===== src/rtl/coherence_pkg.sv =====
// Shared types and sizing for the two-cache MESI bus controller.
package coherence_pkg;

    localparam int N_CACHES   = 2;
    localparam int BLOCK_SIZE = 2;
    localparam int N_SETS     = 64;
    localparam int SB         = $clog2(N_SETS);
    localparam int WB         = (BLOCK_SIZE > 1) ? $clog2(BLOCK_SIZE) : 1;

    typedef logic [31:0] word_t;

    typedef enum logic [1:0] {
        MODIFIED  = 2'd0,
        EXCLUSIVE = 2'd1,
        SHARED    = 2'd2,
        INVALID   = 2'd3
    } cc_end_state;

    typedef enum logic [2:0] {
        IDLE,
        SNOOP,
        SNOOP_RESP,
        C2C,
        MEM_FILL,
        GRANT
    } cc_fsm_t;

    // Byte address of word w inside the block starting at base.
    function automatic word_t word_addr(input word_t base, input logic [WB-1:0] w);
        return base + word_t'({w, 2'b00});
    endfunction

endpackage


===== src/rtl/coherence_arbiter.sv =====
// Two-way round-robin pick between pending cache miss requests.
module coherence_arbiter (
    input  logic [1:0] req,
    input  logic       last_grant,
    output logic       gnt_id,
    output logic       gnt_valid
);

    always_comb begin
        gnt_valid = |req;
        gnt_id    = 1'b0;
        if (&req) begin
            gnt_id = ~last_grant;
        end else begin
            gnt_id = req[1];
        end
    end

endmodule


===== src/rtl/coherence_unit.sv =====
// MESI bus controller for two caches: arbitrate, snoop peer, source block, issue final states.
// Optional COHERENCE_PERF_EN adds saturating event counters for c2c, memory fills and invalidations.
module coherence_unit
    import coherence_pkg::*;
(
    input  logic                CLK,
    input  logic                nRST,
    input  logic [N_CACHES-1:0] req,
    input  logic [N_CACHES-1:0] write_req,
    input  logic [SB-1:0]       req_set        [N_CACHES-1:0],
    input  word_t               req_tag        [N_CACHES-1:0],
    input  logic [N_CACHES-1:0] valid,
    input  logic [N_CACHES-1:0] exclusive,
    input  logic [N_CACHES-1:0] dirty,
    input  logic [N_CACHES-1:0] snoop_hit,
    input  word_t               frame_tag      [N_CACHES-1:0],
    input  word_t               requested_data [N_CACHES-1:0],
    input  logic [N_CACHES-1:0] dWEN,
    output logic [SB-1:0]       set_sel        [N_CACHES-1:0],
    output logic [WB-1:0]       word_sel       [N_CACHES-1:0],
    output logic [N_CACHES-1:0] snoop_req,
    output word_t               responder_data [N_CACHES-1:0],
    output logic [N_CACHES-1:0] fill_wen,
    output cc_end_state         state_transfer [N_CACHES-1:0],
    output logic [N_CACHES-1:0] done,
`ifdef COHERENCE_PERF_EN
    output logic [31:0]         c2c_count,
    output logic [31:0]         mem_fill_count,
    output logic [31:0]         inval_count,
`endif
    output logic                mem_ren,
    output logic                mem_wen,
    output word_t               mem_addr,
    output word_t               mem_wdata,
    input  word_t               mem_rdata,
    input  logic                mem_busy
);

    cc_fsm_t             state_reg;
    logic                req_id_reg;
    logic                last_grant_reg;
    logic                write_reg;
    logic                hit_reg;
    logic                dirty_reg;
    word_t               tag_reg;
    logic [SB-1:0]       set_reg;
    logic [WB-1:0]       word_cnt_reg;
    logic [N_CACHES-1:0] snoop_req_reg;
    logic [N_CACHES-1:0] done_reg;
    cc_end_state         st_reg [N_CACHES-1:0];
    logic                mem_ren_reg;
    logic                mem_wen_reg;
    word_t               mem_addr_reg;

    logic  gnt_id;
    logic  gnt_valid;
    logic  peer_id;
    logic  peer_hit;
    logic  peer_dirty;
    logic  filling;
    logic  beat_ok;
    logic  last_beat;
    word_t fill_data;

    // Exclusivity and the frame tag are informational only; the hit decision uses snoop_hit.
    logic unused_snoop_info;
    assign unused_snoop_info = ^{exclusive, frame_tag[0], frame_tag[1]};

    coherence_arbiter u_arb (
        .req        (req),
        .last_grant (last_grant_reg),
        .gnt_id     (gnt_id),
        .gnt_valid  (gnt_valid)
    );

    assign peer_id    = ~req_id_reg;
    assign peer_hit   = snoop_hit[peer_id] & valid[peer_id];
    assign peer_dirty = dirty[peer_id] | dWEN[peer_id];
    assign filling    = (state_reg == C2C) || (state_reg == MEM_FILL);
    // Any beat that touches memory completes only on a cycle where memory is not stalling.
    assign beat_ok    = ((state_reg == MEM_FILL) || dirty_reg) ? !mem_busy : 1'b1;
    assign last_beat  = filling && beat_ok && (word_cnt_reg == WB'(BLOCK_SIZE - 1));
    assign fill_data  = (state_reg == C2C) ? requested_data[peer_id] : mem_rdata;

    always_ff @(posedge CLK or negedge nRST) begin
        if (!nRST) begin
            state_reg      <= IDLE;
            req_id_reg     <= 1'b0;
            last_grant_reg <= 1'b1;
            write_reg      <= 1'b0;
            hit_reg        <= 1'b0;
            dirty_reg      <= 1'b0;
            tag_reg        <= '0;
            set_reg        <= '0;
            word_cnt_reg   <= '0;
            snoop_req_reg  <= '0;
            done_reg       <= '0;
            mem_ren_reg    <= 1'b0;
            mem_wen_reg    <= 1'b0;
            mem_addr_reg   <= '0;
            for (int i = 0; i < N_CACHES; i++) begin
                st_reg[i] <= INVALID;
            end
        end else begin
            done_reg      <= '0;
            snoop_req_reg <= '0;
            unique case (state_reg)
                IDLE: begin
                    if (gnt_valid) begin
                        req_id_reg             <= gnt_id;
                        write_reg              <= write_req[gnt_id];
                        set_reg                <= req_set[gnt_id];
                        tag_reg                <= req_tag[gnt_id];
                        snoop_req_reg[~gnt_id] <= 1'b1;
                        state_reg              <= SNOOP;
                    end
                end
                SNOOP: begin
                    state_reg <= SNOOP_RESP;
                end
                SNOOP_RESP: begin
                    hit_reg      <= peer_hit;
                    dirty_reg    <= peer_hit & peer_dirty;
                    word_cnt_reg <= '0;
                    mem_addr_reg <= tag_reg;
                    if (peer_hit) begin
                        mem_wen_reg <= peer_dirty;
                        state_reg   <= C2C;
                    end else begin
                        mem_ren_reg <= 1'b1;
                        state_reg   <= MEM_FILL;
                    end
                end
                C2C, MEM_FILL: begin
                    if (last_beat) begin
                        state_reg            <= GRANT;
                        mem_ren_reg          <= 1'b0;
                        mem_wen_reg          <= 1'b0;
                        mem_addr_reg         <= '0;
                        word_cnt_reg         <= '0;
                        done_reg[req_id_reg] <= 1'b1;
                        last_grant_reg       <= req_id_reg;
                        if (write_reg) begin
                            st_reg[req_id_reg] <= MODIFIED;
                            if (hit_reg) begin
                                done_reg[peer_id] <= 1'b1;
                                st_reg[peer_id]   <= INVALID;
                            end
                        end else if (hit_reg) begin
                            st_reg[req_id_reg] <= SHARED;
                            st_reg[peer_id]    <= SHARED;
                            done_reg[peer_id]  <= 1'b1;
                        end else begin
                            st_reg[req_id_reg] <= EXCLUSIVE;
                        end
                    end else if (beat_ok) begin
                        word_cnt_reg <= word_cnt_reg + WB'(1);
                        mem_addr_reg <= word_addr(tag_reg, word_cnt_reg + WB'(1));
                    end
                end
                GRANT: begin
                    state_reg <= IDLE;
                end
                default: begin
                    state_reg <= IDLE;
                end
            endcase
        end
    end

`ifdef COHERENCE_PERF_EN
    always_ff @(posedge CLK or negedge nRST) begin
        if (!nRST) begin
            c2c_count      <= '0;
            mem_fill_count <= '0;
            inval_count    <= '0;
        end else if (last_beat) begin
            if (hit_reg) begin
                if (c2c_count != '1) c2c_count <= c2c_count + 32'd1;
            end else begin
                if (mem_fill_count != '1) mem_fill_count <= mem_fill_count + 32'd1;
            end
            if (write_reg && hit_reg && (inval_count != '1)) begin
                inval_count <= inval_count + 32'd1;
            end
        end
    end
`endif

    genvar gi;
    generate
        for (gi = 0; gi < N_CACHES; gi++) begin : g_port
            assign set_sel[gi]        = set_reg;
            assign word_sel[gi]       = word_cnt_reg;
            assign fill_wen[gi]       = filling && beat_ok && (int'(req_id_reg) == gi);
            assign responder_data[gi] = fill_wen[gi] ? fill_data : '0;
            assign state_transfer[gi] = st_reg[gi];
        end
    endgenerate

    assign snoop_req = snoop_req_reg;
    assign done      = done_reg;
    assign mem_ren   = mem_ren_reg;
    assign mem_wen   = mem_wen_reg;
    assign mem_addr  = mem_addr_reg;
    assign mem_wdata = mem_wen_reg ? requested_data[peer_id] : '0;

endmodule

===== config.mk =====
export PLATFORM = sky130hd
export DESIGN_NAME = coherence_unit
export DESIGN_NICKNAME = d
export VERILOG_FILES = /design/src/rtl/coherence_pkg.sv /design/src/rtl/coherence_arbiter.sv /design/src/rtl/coherence_unit.sv
export SDC_FILE = /design/constraint.sdc
export NUM_CORES = 1
export LEC_CHECK = 0
export CAP_MARGIN = 25
export CORE_AREA = 2 2 159 161
export CTS_CLUSTER_SIZE = 12
export DETAILED_ROUTE_END_ITERATION = 6
export DIE_AREA = 0 0 161 163
export DONT_BUFFER_PORTS = 1
export GPL_TIMING_DRIVEN = 0
export PLACE_DENSITY_LB_ADDON = 0.15
export SETUP_SLACK_MARGIN = 0.4
export SYNTH_ARGS = -nofsm -noshare
export SYNTH_HDL_FRONTEND = slang
export SYNTH_HIERARCHICAL = 1
export SYNTH_SLANG_ARGS = --single-unit

===== constraint.sdc =====
create_clock -name CLK -period 2.6 [get_ports CLK]
set_clock_uncertainty 0.2 [all_clocks]
set_input_delay 0.52 -clock CLK [delete_from_list [all_inputs] [get_ports CLK]]
set_output_delay 0.52 -clock CLK [all_outputs]
set_load 0.03 [all_outputs]

# Yosys cells after proc, flatten, opt, wreduce, memory -nomap -nowiden
# Cells that the tools add are included.
[word_totals]
output_inout_bits = 154
rom_bits = 0
latch_bits = 0
memories = 0
in_bits = 253
word_cells = 130
ff_bits = 89
mem_bits_rw = 0
[classes]
eq_ne = 9
n_reduce_logical = 21
magnitude_cmp = 7
bitwise = 20
n_mul = 0
shift = 0
muxes = 55
div = 0
addsub = 2
[ops]
columns = ["cell", "n"]
rows = [
  ["32-bit two-way mux", 10],
  ["32-bit one-hot mux with 2 select lines", 1],
  ["32-bit by 3-bit adder with 32-bit output", 1],
  ["1-bit two-way mux", 20],
  ["2-bit two-way mux", 7],
  ["4-bit two-way mux", 3],
  ["6-bit two-way mux", 2],
  ["3-bit one-hot mux with 4 select lines", 1],
  ["2-bit AND reduction", 5],
  ["3-bit two-way mux", 3],
  ["1-bit by 2-bit < comparator with 1-bit output (second input constant)", 4],
  ["2-bit inequality test (second input constant)", 4],
  ["2-bit bitwise OR", 4],
  ["1-bit logical AND", 7],
  ["2-bit AND", 3],
  ["3-bit by 2-bit equality test with 1-bit output (second input constant)", 2],
  ["2-bit inverter", 3],
  ["1-bit one-hot mux with 2 select lines", 3],
  ["3-bit AND reduction", 2],
  ["4-bit AND", 1],
  ["2-bit demux with 1-bit select", 2],
  ["1-bit inverter", 4],
  ["4-bit inverter", 1],
  ["4-bit bitwise OR", 1],
  ["13 further kinds", 20],
]

# Depth between registers and ports, before layout
[depth]
depth_word = 9
depth_mapped = 9
ltp_nobuf = 8

# Cells and area by module
# Netlist, hierarchy kept.
[by_module_without_submodules]
columns = ["mod", "cells_each", "area_per_inst_um2", "seq_area_each_um2", "instances"]
rows = [
  ["coherence_unit", 687, 5627.9, 2233.4, 1],
  ["coherence_arbiter", 2, 13.8, 0.0, 1],
]

# Worst setup path after synthesis
# OpenSTA, ideal clock, no wires.
[synth_timing]
path_type = "input -> output"
from = "in mem_busy"
to = "out responder_data[22] (netlist bit)"
arrival_time_ns = 2.058
path_stages = 6
setup_slack_ns = -0.178
t_required_ns = 1.880
n_path_buf = 2
cell_sequence = "nor4b_1 -> a41oi_1 -> or2_2 -> clkbuf_1 -> clkbuf_1 -> nor2_1"
[synth_lines]
columns = ["item", "line_no", "rtl"]
rows = [
  ["start: declaration", "coherence_unit.sv:36", "input logic mem_busy"],
  ["end: declaration", "coherence_unit.sv:22", "output word_t responder_data [N_CACHES-1:0],"],
]

==> flow_summary.json <==
{
  "slew-limit-headroom": 0.562,
  "synth_fp_nets": 944,
  "seqCellArea_um2": 2240,
  "min_path_type": "input pin to async pin",
  "cp-start-kind": "register",
  "drt_iter0_markers": 159,
  "core_um2": 24700,
  "detail-route-antenna-nets": 0,
  "grt_max_degree": 90,
  "yosysWarnings": 6,
  "status": "finished, violations left",
  "fin_total_pwr_mw": 11.9,
  "synth.largest_area_cell": "dfrtp_1",
  "wl_per_cell_um": 22.5,
  "area_delta_synth_final_pct": 61.0,
  "cts_tree": "built",
  "vias_per_cell": 4.94,
  "final_core_util": 0.368,
  "p_per_area_nw_per_um2": 1310,
  "grt-ovfl-total": 0,
  "clk_latency_ps": 340,
  "rows": 58,
  "avgSynthCellArea_um2": 8.19,
  "multiInputGateArea_um2": 4680,
  "totalWireLength_um": 24500,
  "port_buffers": 0,
  "antenna_found_initial": 0,
  "setup_viol": 64,
  "yosys_register_bits": 89,
  "dpl.cell_count": 1019,
  "critPathKind": "register to output pin",
  "dp_slack_ps": -343,
  "drt_first_pass_iters": 4,
  "timing.fmax_mhz": 364,
  "n_fill_cell": 2409,
  "place_congestion": 0.915,
  "maxCapViolCount": 0,
  "synth.area.top_cells": "dfrtp_1 37%, mux2i_1 13%, nor2_1 10%, a21oi_1 7.4%, nor2b_1 3.8%",
  "die-area_um2": 26200,
  "cp_max_fo": 5,
  "holdWs_ps": -330,
  "cts_max_path_buffers": 2,
  "netlist_area_um2": 5640,
  "synthCells": 689,
  "yosysUniqueCellTypes": 47,
  "drive_above_1_share": 0.446,
  "cts_buffers": 9,
  "finalMaxSlewViolations": 0,
  "drcViolationCount": 0,
  "leakagePower_nw": 3.40,
  "yosysTopAreaCellShare": 0.373,
  "fin_crit_sh": 1.06,
  "grt_pass1_vias": 5605,
  "vias": 5365,
  "antenna_cells": 0,
  "cp.arrival_ps": 2020,
  "layout_setup_ws_ps": -144,
  "clkSlewWorstSetupHoldPaths_ps": 70,
  "yosysSeqAreaShare": 0.396,
  "fp.dieW_um": 161,
  "hold_viol": 89,
  "cts_root_buf": "clkbuf_16",
  "endpoint_kind": "output pin",
  "nets": 1007,
  "initial_core_util": 0.229,
  "htree_levels": 3,
  "cts.sinks": 89,
  "synth_edf_count": 0,
  "violations": "negative hold slack, negative setup slack",
  "io_pins": 407,
  "crit_required_ps": 1880,
  "irDropWorstVdd_mv": 0.573,
  "grt_pass1_wl_um": 36100,
  "layout_min_cycle_time_ps": 2740,
  "ys.flop_type": "dfrtp_1",
  "finalNonFillerCells": 1087,
  "tightest_slew_ps": 650,
  "die_h_um": 163,
  "track_usage": 0.183,
  "place.detailed.hpwl_um": 17900,
  "rsz0062_at_grt": "true",
  "ys_async_sr_fraction": 1.00
}
-- per-stage QoR --
| step | instance area, um^2 | TNS (ps) |
|---|---|---|
| 5_1_grt | 9080 | -9670 |
| 6_report | 9080 | -4460 |
| 3_3_place_gp | 6920 | -6320 |
| 3_5_place_dp | 6920 | -8250 |
| 2_1_floorplan | 6510 | 0 |
| 4_1_cts | 8870 | -8060 |
-- synthesized netlist by cell type (5+ instances only) --
master	number
dfstp_2	5
clkbuf_1	34
nand4_1	16
buf_4	8
dfrtp_1	84
o21ai_1	5
nor2b_1	34
nand2_1	50
xor2_1	23
o21ai_0	26
buf_2	7
inv_1	9
mux2i_1	71
nand3_1	10
a21oi_1	83
xnor2_1	5
buf_1	7
and3_1	8
nor2_1	151
-- cell families after synthesis --
family                     synth area share
and+or+nand+nor                       0.235
AOI/OAI and AO/OA                     0.141
muxes                                 0.126
adders and majority gates           0.00443
xor gates and xnor gates             0.0435
buffers and inverters                0.0541
DFF                                   0.396
-- critical path, cell delays in order (launching register included) --
cell and delay, ps:
dfrtp_1 410, nor4b_4 310, a41oi_2 100, or2_4 290
clkbuf_16 170, clkbuf_16 180, nor2_4 210
-- worst paths after layout --
path	start	to	slack [ps]	depth (start not counted)
max in group asynchronous	nRST	state_transfer[0]	2280	0
min in group CLK	req_tag[25]	tag_reg[25]	190	2
min reg2reg	last_grant_reg	last_grant_reg	290	2
max reg2reg	state_reg[1]	mem_addr[10]	150	7
max	state_reg[1]	responder_data[15]	-140	6
min	nRST	mem_addr[24]	-330	0
-- metal layers --
| metal | vias up | global-route usage | part of all wire |
|---|---|---|---|
| met5 | - | 0 | 0 |
| met4 | 0 | 0.0605 | 0.024 |
| met3 | 32 | 0.0540 | 0.084 |
| met2 | 249 | 0.325 | 0.50 |
| met1 | 2608 | 0.212 | 0.39 |
| li1 | 2476 | - | - |
-- final cells by class --
| cell class | count | share of cell area |
|---|---|---|
| buffer | 58 | 0.0745 |
| clock buffer | 10 | 0.0263 |
| clock inverter | 6 | 0.00992 |
| inverter | 9 | 0.00565 |
| multi-input combinational | 533 | 0.515 |
| sequential | 89 | 0.247 |
| tap | 330 | 0.0454 |
| timing repair buffer | 52 | 0.0762 |
-- cells in the final DEF, fill, tap and decap left out, types with 4 or more instances in the layout --
cell type	instances
a21oi_1	50
a21oi_2	19
a21oi_4	14
and2_1	4
and3_1	8
buf_12	10
buf_2	8
buf_4	24
buf_6	21
buf_8	8
clkbuf_16	24
clkbuf_2	7
clkbuf_4	8
clkbuf_8	5
dfrtp_1	80
dfstp_2	5
inv_1	6
mux2i_1	39
mux2i_4	32
nand2_1	49
nand3_1	9
nand4_1	16
nor2_1	68
nor2_2	8
nor2_4	75
nor2b_4	32
o21ai_0	24
o21ai_1	7
o21ai_2	4
xnor2_1	5
xor2_1	22
-- report_power, final --
| group | internal, mW | switching, mW | total (mW) |
|---|---|---|---|
| clock | 0.872 | 0.564 | 1.44 |
| combinational | 2.95 | 3.95 | 6.90 |
| sequential | 2.11 | 1.49 | 3.60 |
-- repair_timing --
action / CTS / global route
pin swaps: 50 / 25
resized for setup: 258 / 43
cloned: 9 / 2
endpoints found under the hold margin: 89 / 89
endpoints found under the setup margin: 169 / 155
buffers inserted: 35 / 6
No activity file was read; power rests on OpenSTA's default activity.
